## src/rtl/seg_scan_display_pkg.sv

```systemverilog
// rtl/seg_scan_display_pkg.sv - shared constants for the multiplexed seven-segment scanner
// Holds the display mode encodings, the blank and lamp-test segment patterns
// and the 16-entry hex glyph table. Segment vectors are ordered g..a and are
// active-low (0 = segment lit).
package seg_scan_display_pkg;

   typedef enum logic [1:0] {
      MODE_VALUE = 2'b00,
      MODE_TEST  = 2'b01,
      MODE_OFF   = 2'b10,
      MODE_LAMP  = 2'b11
   } mode_e;

   localparam logic [6:0] SEG_BLANK = 7'b1111111;
   localparam logic [6:0] SEG_LAMP  = 7'b0000000;

   // Entry n is the glyph for nibble value n.
   localparam logic [15:0][6:0] GLYPH_TABLE = {
      7'b0001110,   // F
      7'b0000110,   // E
      7'b0100001,   // d
      7'b1000110,   // C
      7'b0000011,   // b
      7'b0001000,   // A
      7'b0010000,   // 9
      7'b0000000,   // 8
      7'b1111000,   // 7
      7'b0000010,   // 6
      7'b0010010,   // 5
      7'b0011001,   // 4
      7'b0110000,   // 3
      7'b0100100,   // 2
      7'b1111001,   // 1
      7'b1000000    // 0
   };

endpackage

```

## src/rtl/seg_hex_decode.sv

```systemverilog
// rtl/seg_hex_decode.sv - combinational nibble to seven-segment glyph decoder
// Ports:
//   nibble : 4-bit value to show
//   seg    : 7-bit active-low segment pattern, ordered g..a
module seg_hex_decode
   import seg_scan_display_pkg::*;
(
   input  logic [3:0] nibble,
   output logic [6:0] seg
);

   assign seg = GLYPH_TABLE[nibble];

endmodule

```

## src/rtl/seg_scan_display.sv

```systemverilog
// rtl/seg_scan_display.sv - time-multiplexed seven-segment display scanner
// Lights one digit at a time for CLK_DIV cycles, cycling through N_DIGITS.
// New values are captured into a pending register on load and only copied
// into the displayed register at the frame wrap, so a frame never tears.
// Ports:
//   clk, rst_n  : clock and asynchronous active-low reset
//   data_in     : value to display, nibble k drives digit k (digit 0 rightmost)
//   load        : one-cycle capture strobe for data_in
//   mode        : 00 value, 01 test counter, 10 blank, 11 lamp test
//   blank_en    : leading-zero blanking in value mode
//   hex         : registered active-low segments g..a
//   hex_on      : registered active-low one-hot digit enables
//   frame_done  : one-cycle pulse after the scan wraps back to digit 0
module seg_scan_display
   import seg_scan_display_pkg::*;
#(
   parameter int N_DIGITS = 8,
   parameter int CLK_DIV  = 50000
) (
   input  logic                  clk,
   input  logic                  rst_n,
   input  logic [4*N_DIGITS-1:0] data_in,
   input  logic                  load,
   input  logic [1:0]            mode,
   input  logic                  blank_en,
   output logic [6:0]            hex,
   output logic [N_DIGITS-1:0]   hex_on,
   output logic                  frame_done
);

   localparam int W      = 4 * N_DIGITS;
   localparam int SCAN_W = (N_DIGITS > 1) ? $clog2(N_DIGITS) : 1;
   localparam int DIV_W  = $clog2(CLK_DIV);

   logic [DIV_W-1:0]    div_q, div_d;
   logic [SCAN_W-1:0]   scan_q, scan_d;
   logic [W-1:0]        pend_q, pend_d;
   logic [W-1:0]        disp_q, disp_d;
   logic [W-1:0]        tcnt_q, tcnt_d;
   logic [6:0]          hex_q, hex_d;
   logic [N_DIGITS-1:0] hex_on_q, hex_on_d;
   logic                frame_done_q, frame_done_d;

   logic                div_end;
   logic                scan_end;
   logic                wrap;
   mode_e               mode_sel;
   logic [W-1:0]        src_word;
   logic [3:0]          nibble;
   logic [6:0]          glyph;
   logic [SCAN_W-1:0]   top_idx;
   logic                lead_blank;

   assign mode_sel = mode_e'(mode);

   always_comb begin
      div_end  = (div_q == DIV_W'(CLK_DIV - 1));
      scan_end = (scan_q == SCAN_W'(N_DIGITS - 1));
      wrap     = div_end && scan_end;

      div_d  = div_end ? '0 : div_q + DIV_W'(1);
      scan_d = scan_q;
      if (div_end) begin
         scan_d = scan_end ? '0 : scan_q + SCAN_W'(1);
      end

      // Swap uses the pending value as it was before this edge, so a load
      // landing on the wrap cycle waits for the next frame.
      pend_d       = load ? data_in : pend_q;
      disp_d       = wrap ? pend_q : disp_q;
      tcnt_d       = wrap ? tcnt_q + W'(1) : tcnt_q;
      frame_done_d = wrap;
   end

   // Only one decoder: the nibble for the scanned digit is selected first.
   always_comb begin
      src_word = (mode_sel == MODE_TEST) ? tcnt_q : disp_q;
      nibble   = src_word[4*int'(scan_q) +: 4];
   end

   seg_hex_decode u_decode (
      .nibble (nibble),
      .seg    (glyph)
   );

   // Highest nonzero digit of the displayed value; stays 0 for an all-zero
   // value so digit 0 always shows.
   always_comb begin
      top_idx = '0;
      for (int k = 0; k < N_DIGITS; k++) begin
         if (disp_q[4*k +: 4] != 4'h0) begin
            top_idx = SCAN_W'(k);
         end
      end
      lead_blank = blank_en && (scan_q > top_idx);
   end

   always_comb begin
      hex_d = SEG_BLANK;
      case (mode_sel)
         MODE_VALUE: hex_d = lead_blank ? SEG_BLANK : glyph;
         MODE_TEST:  hex_d = glyph;
         MODE_OFF:   hex_d = SEG_BLANK;
         MODE_LAMP:  hex_d = SEG_LAMP;
         default:    hex_d = SEG_BLANK;
      endcase
      hex_on_d = (mode_sel == MODE_OFF) ? '1 : ~(N_DIGITS'(1) << scan_q);
   end

   always_ff @(posedge clk or negedge rst_n) begin
      if (!rst_n) begin
         div_q        <= '0;
         scan_q       <= '0;
         pend_q       <= '0;
         disp_q       <= '0;
         tcnt_q       <= '0;
         hex_q        <= SEG_BLANK;
         hex_on_q     <= '1;
         frame_done_q <= 1'b0;
      end else begin
         div_q        <= div_d;
         scan_q       <= scan_d;
         pend_q       <= pend_d;
         disp_q       <= disp_d;
         tcnt_q       <= tcnt_d;
         hex_q        <= hex_d;
         hex_on_q     <= hex_on_d;
         frame_done_q <= frame_done_d;
      end
   end

   assign hex        = hex_q;
   assign hex_on     = hex_on_q;
   assign frame_done = frame_done_q;

endmodule

```

## config.mk

```make
export PLATFORM = sky130hd
export DESIGN_NAME = seg_scan_display
export DESIGN_NICKNAME = d
export VERILOG_FILES = /design/src/rtl/seg_scan_display_pkg.sv /design/src/rtl/seg_hex_decode.sv /design/src/rtl/seg_scan_display.sv
export SDC_FILE = /design/constraint.sdc
export NUM_CORES = 1
export LEC_CHECK = 0
export ABC_AREA = 1
export CAP_MARGIN = 20
export CORE_AREA = 2 2 135 137
export CTS_BUF_LIST = sky130_fd_sc_hd__clkbuf_4
export CTS_CLUSTER_SIZE = 14
export DETAILED_ROUTE_END_ITERATION = 10
export DIE_AREA = 0 0 137 139
export PLACE_DENSITY = 0.58
export SLEW_MARGIN = 20
export SYNTH_ARGS = -nofsm -noshare
export SYNTH_HDL_FRONTEND = slang
export SYNTH_SLANG_ARGS = --single-unit
```

## constraint.sdc

```tcl
create_clock -name clk -period 2.5 [get_ports clk]
set_input_delay 0.5 -clock clk [delete_from_list [all_inputs] [get_ports clk]]
set_output_delay 0.5 -clock clk [all_outputs]
set_load 0.01 [all_outputs]
```

==> results.yml, run 1 <==
power:
  p_leak_nw: 3.70
  peakVddDrop_uv: 289
  p_total_w: 0.00396
  pwr_density_cell_mw_per_mm2: 487
outcome:
  status: "complete, no violations"
logic_synthesis:
  async_flop_share_pct: 100
  syn_nets: 920
  yosysTopAreaCellShare_pct: 42.1
  synth.distinct_cells: 35
  yosys_register_bits: 131
  ys_seq_area_share_pct: 47.8
  synthTopCellsByArea: "dfrtp_1 (42%), nand2_1 (13%), nand3_1 (7.1%)"
  ys_top_cells_by_count: "nand2_1 (243), dfrtp_1 (116), nand3_1 (98)"
  syn_inst: 864
  synthesis.area_mm2: 0.00690
  avgSynthCellArea_um2: 7.98
  yosysMostFrequentCell: "nand2_1"
  yosys_warnings: 0
  synth_edf_count: 0
  synth_top_area_cell: "dfrtp_1"
  ys.flop_type: "dfrtp_1"
critical_path:
  ff2ff_setup_slack_ps: 220
  crit_end: "hex[4]$_DFF_PN1_"
  arrival_ps: 2750
  crit_required_ps: 2970
  path_cells: "o41ai_1, nand2_1, nand2_1, nand2_1, nand2_1, nand2_1, ha_1, nand3_1, a41oi_1, buf_4, nand2_1"
  cp_max_fo: 7
  worst-r2r-cell-count: 11
  worst-path-buf-inv: 1
  end_kind: "register"
  r2r_start: "disp_q[5]$_DFFE_PN0P_"
  crit_path_start_kind: "register"
  timing.critical_path.slowest_cell_delay_ps: 570
  crit_cells: 11
  slowest_stage: "o41ai_1"
  r2r_end: "hex[4]$_DFF_PN1_"
  crit_type: "reg -> reg"
  cp_top_family: "compound AO/OA/AOI/OAI gates"
  crit_path_start: "disp_q[5]$_DFFE_PN0P_"
  cpMostUsedCell: "nand2_1"
placed_design:
  port_buffers: 53
  gp_congestion: 0.899
  preCtsSetupSlack_ps: -132
  dpl.hpwl_um: 12500
  dp_cells: 1143
job:
  maxCapViolCount: 0
global_routing:
  antenna_found_initial: 1
  track_usage_pct: 18.9
  overflow: 0
  grt_pass1_wl_um: 28500
  grt_pass1_vias: 5679
  grt_max_degree: 65
timing:
  worst_pin_slew_ps: 562
  final.min_clock_period_ps: 2280
  drv_slew: 0
  setup_viol: 0
  finalCritPeriodShare_pct: 91.2
  fmax_mhz: 439
  grt_setup_unrepaired: "no"
  skew_ps: 12.4
  setup_ws_ps: 221
  relSlewSlack_pct: 62.6
  finalHoldViolCount: 0
floorplan:
  initial_core_util_pct: 39.1
  die_h_um: 139
  die-area_mm2: 0.0190
  die_x_um: 137
  num_rows: 49
  coreArea_mm2: 0.0177
  pin_count: 54
drt:
  viasPerCell: 4.94
  ant_nets: 0
  num_vias: 5822
  drcViolationCount: 0
  routedWlPerCell_um: 14.3
  drtIter0Drc: 321
  finalWirelength_um: 16900
  dr.pass1.iters: 5
layout:
  layout.nets: 990
  fill_cells: 1788
  areaGrowthSynthToFinish_pct: 18.2
  drive_gt1_share_pct: 11.3
  final_cells: 1178
clocking:
  htree_levels: 4
  numCtsBuffers: 17
  clock_sinks: 131
  cts-root-buf: "clkbuf_4"
  clk_latency_ps: 530
  cts_tree: "built"
  cts_buffer_depth: 2
  cts.clk_slew.worst_paths_ps: 120
min_path:
  hp-class: "in -> reg"
-- worst register-to-register path, cell delays in order, from the launching register on --
cell and delay, ps:
dfrtp_1 430, o41ai_1 570, nand2_1 110, nand2_1 80, nand2_1 40, nand2_1 60
nand2_1 50, ha_1 280, nand3_1 80, a41oi_1 240, buf_4 200, nand2_1 80
-- through the flow --
step / hold slack (ps) / instance area (um2) / TNS, ps / utilization [%]
6_report: 443 / 8150 / 0 / 46.1
5_1_grt: 438 / 8150 / 0 / 46.1
4_1_cts: 390 / 8140 / 0 / 46.1
3_5_place_dp: 458 / 7820 / -704 / 44.3
3_3_place_gp: 458 / 7820 / -409 / 44.3
2_1_floorplan: 204 / 6900 / 0 / -
-- cells by family after synthesis --
family / count (synthesis) / share of synthesized area (%)
AOI/OAI and AO/OA: 112 / 8.33
xor gates and xnor gates: 33 / 4.19
adders and majority gates: 18 / 3.27
buffers and inverters: 127 / 7.48
DFF: 131 / 47.8
and+or+nand+nor: 443 / 28.9
-- registers in the layout (all words and copies together) (netlist names) --
register and flops:
disp_q 32, pend_q 32, tcnt_q 32, div_q 16, hex_on 8, hex 7, scan_q 3, frame_done 1
-- final cells by class --
class                           instances  area, um2  area share, %
Multi-Input combinational cell        606       3090           38.0
Timing Repair Buffer                   83        805           9.87
Sequential cell                       131       3300           40.5
Clock buffer                           19        143           1.75
Tap cell                              229        287           3.52
Antenna cell                            2       5.00         0.0614
Inverter                               95        357           4.38
Clock inverter                         13        161           1.98
-- routing by layer --
layer | track usage (%) | vias to the layer above | wire, um
met3 | 3.36 | 21 | 749
met5 | 0 | - | 0
met2 | 29.0 | 154 | 7830
li1 | - | 2954 | -
met4 | 5.97 | 0 | 263
met1 | 27.1 | 2693 | 8030
-- cells in the final DEF (no fill, tap or decap), types with 4 or more instances in the layout --
cell type	n
o21ai_1	5
nor2_1	42
nor3_1	20
buf_4	25
dfstp_2	15
inv_1	84
nand3_1	97
nor4_1	12
clkinvlp_4	4
o21ai_0	90
xnor2_1	4
nand2_1	243
xor2_1	29
buf_12	4
nand3_2	7
nand4_1	8
clkdlybuf4s50_1	51
clkbuf_4	19
inv_2	10
a21oi_1	12
dfrtp_1	116
ha_1	18
-- how the worst min path moves through the flow --
stage / startpoint / end / cells after the start
final: load / pend_q[9]$_DFFE_PN0P_ / 3
after global routing: load / pend_q[5]$_DFFE_PN0P_ / 3
after CTS: load / pend_q[4]$_DFFE_PN0P_ / 3
after detailed placement: div_q[0]$_DFF_PN0_ / div_q[0]$_DFF_PN0_ / 1
after global placement: div_q[0]$_DFF_PN0_ / div_q[0]$_DFF_PN0_ / 1
after floorplan: rst_n / disp_q[0]$_DFFE_PN0P_ / 0
-- report_power, final --
part,internal [W],total (W),switching [W]
sequential,0.00218,0.00219,0.0000130
combinational,0.000112,0.000253,0.000141
clock,0.000715,0.00152,0.000807
-- timing repair --
action,in CTS,in global routing
hold buffers,1,0
endpoints found under the setup margin,0,3
buffers inserted,0,0
hold endpoints to repair,46,0
resized for setup,0,1
Note: power is estimated with default switching activity, not from simulation.
==> inputs of run 2 (changes only) <==
--- a/config.mk
+++ b/config.mk
@@ -7,12 +7,12 @@
 export LEC_CHECK = 0
 export ABC_AREA = 1
 export CAP_MARGIN = 20
-export CORE_AREA = 2 2 135 137
+export CORE_AREA = 2 2 105 117
 export CTS_BUF_LIST = sky130_fd_sc_hd__clkbuf_4
 export CTS_CLUSTER_SIZE = 14
 export DETAILED_ROUTE_END_ITERATION = 10
-export DIE_AREA = 0 0 137 139
-export PLACE_DENSITY = 0.58
+export DIE_AREA = 0 0 107 119
+export PLACE_DENSITY = 0.82
 export SLEW_MARGIN = 20
 export SYNTH_ARGS = -nofsm -noshare
 export SYNTH_HDL_FRONTEND = slang
==> run 2 against run 1 <==
  * Sequential share of layout area grew 0.88 points
  * Largest cell class unchanged
  * Global-route usage grew 8.4 points
  * First-iteration DRC count grew 58%
  * Clock skew grew 4.5 ps
  * Die area shrank 33%
  * Total power shrank 4.4%
  * Highest routed layer unchanged
  * Register-to-register slack gained 60 ps
  * Sequential power is essentially flat
  * Wire length shrank 5.5%
  * Largest power group unchanged
  * Maximum frequency grew 2.8%
  * Setup slack gained 62 ps
==> results.yml, run 2 (same netlist as run 1, synthesis figures left out) <==
critical_path:
  cp_max_fo: 7
  cp_top_family: "simple AND/OR/NAND/NOR gates"
  crit_type: "reg -> reg"
  worst-r2r-cell-count: 8
  end_kind: "register"
  ff2ff_setup_slack_ps: 280
  timing.critical_path.slowest_cell_delay_ps: 460
  r2r_start: "disp_q[25]$_DFFE_PN0P_"
  r2r_end: "hex[4]$_DFF_PN1_"
  cpMostUsedCell: "nand2_1"
  crit_required_ps: 2980
  slowest_stage: "nor4_1"
  arrival_ps: 2700
  path_cells: "nor4_1, nand2_1, nor2_1, ha_1, a21oi_1, o21ai_0, a41oi_2, nand2_1"
  worst-path-buf-inv: 0
  crit_path_start_kind: "register"
drt:
  dr.pass1.iters: 8
  drcViolationCount: 0
  finalWirelength_um: 15900
  ant_nets: 0
  routedWlPerCell_um: 14.5
  drtIter0Drc: 507
  viasPerCell: 5.44
  num_vias: 5983
floorplan:
  pin_count: 54
  num_rows: 42
  die-area_mm2: 0.0127
  die_h_um: 119
  initial_core_util_pct: 58.8
  die_x_um: 107
  coreArea_mm2: 0.0117
timing:
  relSlewSlack_pct: 44.8
  finalCritPeriodShare_pct: 88.7
  finalHoldViolCount: 0
  drv_slew: 0
  setup_viol: 0
  grt_setup_unrepaired: "no"
  worst_pin_slew_ps: 828
  final.min_clock_period_ps: 2220
  finalSetupTns_ps: 0
  skew_ps: 16.9
  fmax_mhz: 451
layout:
  areaGrowthSynthToFinish_pct: 15.7
  drive_gt1_share_pct: 10.5
  reg_top3: "disp_q x32, pend_q x32, tcnt_q x32"
  layout.nets: 987
  layout_common_cells: "nand2_1 (243), dfrtp_1 (116), nand3_1 (97)"
  fill_cells: 980
  final_cells: 1099
  final_util_pct: 68.1
  final_common_cell: "nand2_1"
clocking:
  numCtsBuffers: 17
  cts.clk_slew.worst_paths_ps: 110
  clock_sinks: 131
  cts_buffer_depth: 2
  postCtsSetupRepairBufs: 0
  cts_tree: "built"
  htree_levels: 4
  clk_latency_ps: 560
  cts-root-buf: "clkbuf_4"
min_path:
  hp-class: "reg -> reg"
  holdCritStartpoint: "div_q[0]$_DFF_PN0_"
  hold_depth: 1
  hold_end: "div_q[0]$_DFF_PN0_"
global_routing:
  track_usage_pct: 27.4
  grt_pass1_vias: 5715
  overflow: 0
  grt_max_degree: 81
  antenna_found_initial: 1
  grt_pass1_wl_um: 27100
placed_design:
  gp_congestion: 0.947
  port_buffers: 53
  dpl.hpwl_um: 11700
  dp_cells: 1065
job:
  maxCapViolCount: 0
outcome:
  status: "complete, no violations"
power:
  pwr_density_cell_mw_per_mm2: 475
  peakVddDrop_uv: 415
  p_leak_nw: 3.68
  p_total_w: 0.00379
==> run 2: changes by cell type in the layout (fill, tap and decap cells not counted), sizes merged, moves of 2 or more <==
cell,change
buf,-3
clkbuf,+4
clkinv,+2
clkinvlp,-4
==> run 2: report_power, final <==
group | switching (W) | internal (W) | total [W]
combinational | 0.000135 | 0.000106 | 0.000241
clock | 0.000715 | 0.000643 | 0.00136
sequential | 0.0000146 | 0.00218 | 0.00219
total | 0.000865 | 0.00292 | 0.00379
==> run 2: worst max path at each step <==
stage          cells past startpoint                    from          endpoint
2_1_floorplan                     16                 mode[1]  hex[3]$_DFF_PN1_
3_3_place_gp                      16                 mode[1]  hex[3]$_DFF_PN1_
3_5_place_dp                      14                 mode[1]  hex[1]$_DFF_PN1_
4_1_cts                            8  disp_q[25]$_DFFE_PN0P_  hex[4]$_DFF_PN1_
5_1_grt                           10  disp_q[12]$_DFFE_PN0P_  hex[4]$_DFF_PN1_
6_report                           8  disp_q[25]$_DFFE_PN0P_  hex[4]$_DFF_PN1_
==> run 2: per-layer routing <==
layer	track usage, %	vias up	part of all wire, %
met2	44.0	236	48
met4	12.7	0	2.8
met1	34.8	2759	43
met3	6.73	46	6.5
li1	-	2942	-
met5	0	-	0
==> run 2: layout make-up <==
| type | count | area [um2] | share of cell area [%] |
|---|---|---|---|
| Antenna cell | 1 | 2.50 | 0.0314 |
| Multi-Input combinational cell | 606 | 3100 | 38.8 |
| Sequential cell | 131 | 3300 | 41.3 |
| Clock buffer | 23 | 173 | 2.17 |
| Clock inverter | 9 | 92.6 | 1.16 |
| Inverter | 95 | 357 | 4.47 |
| Timing Repair Buffer | 80 | 766 | 9.60 |
| Tap cell | 154 | 193 | 2.42 |
==> run 2: stage by stage <==
step           hold slack (ps)  setup WS, ps  area [um2]
3_3_place_gp               445          -168        7690
5_1_grt                    465          42.2        7980
4_1_cts                    459          70.0        7970
2_1_floorplan              204           494        6900
3_5_place_dp               463          -176        7690
6_report                   475           283        7980
==> run 2: what timing repair did <==
| item | in CTS | in global routing |
|---|---|---|
| setup endpoints to repair | 0 | 7 |
| hold buffers | 1 | 0 |
| endpoints found under the hold margin | 116 | 0 |
| resized for setup | 0 | 1 |
==> run 2: worst reg2reg max path: cells and delay by family, from the launching register on <==
family | cells | cell delay [ps]
compound gates | 3 | 620
flops | 1 | 420
simple gates | 4 | 840
fa+ha+maj | 1 | 270
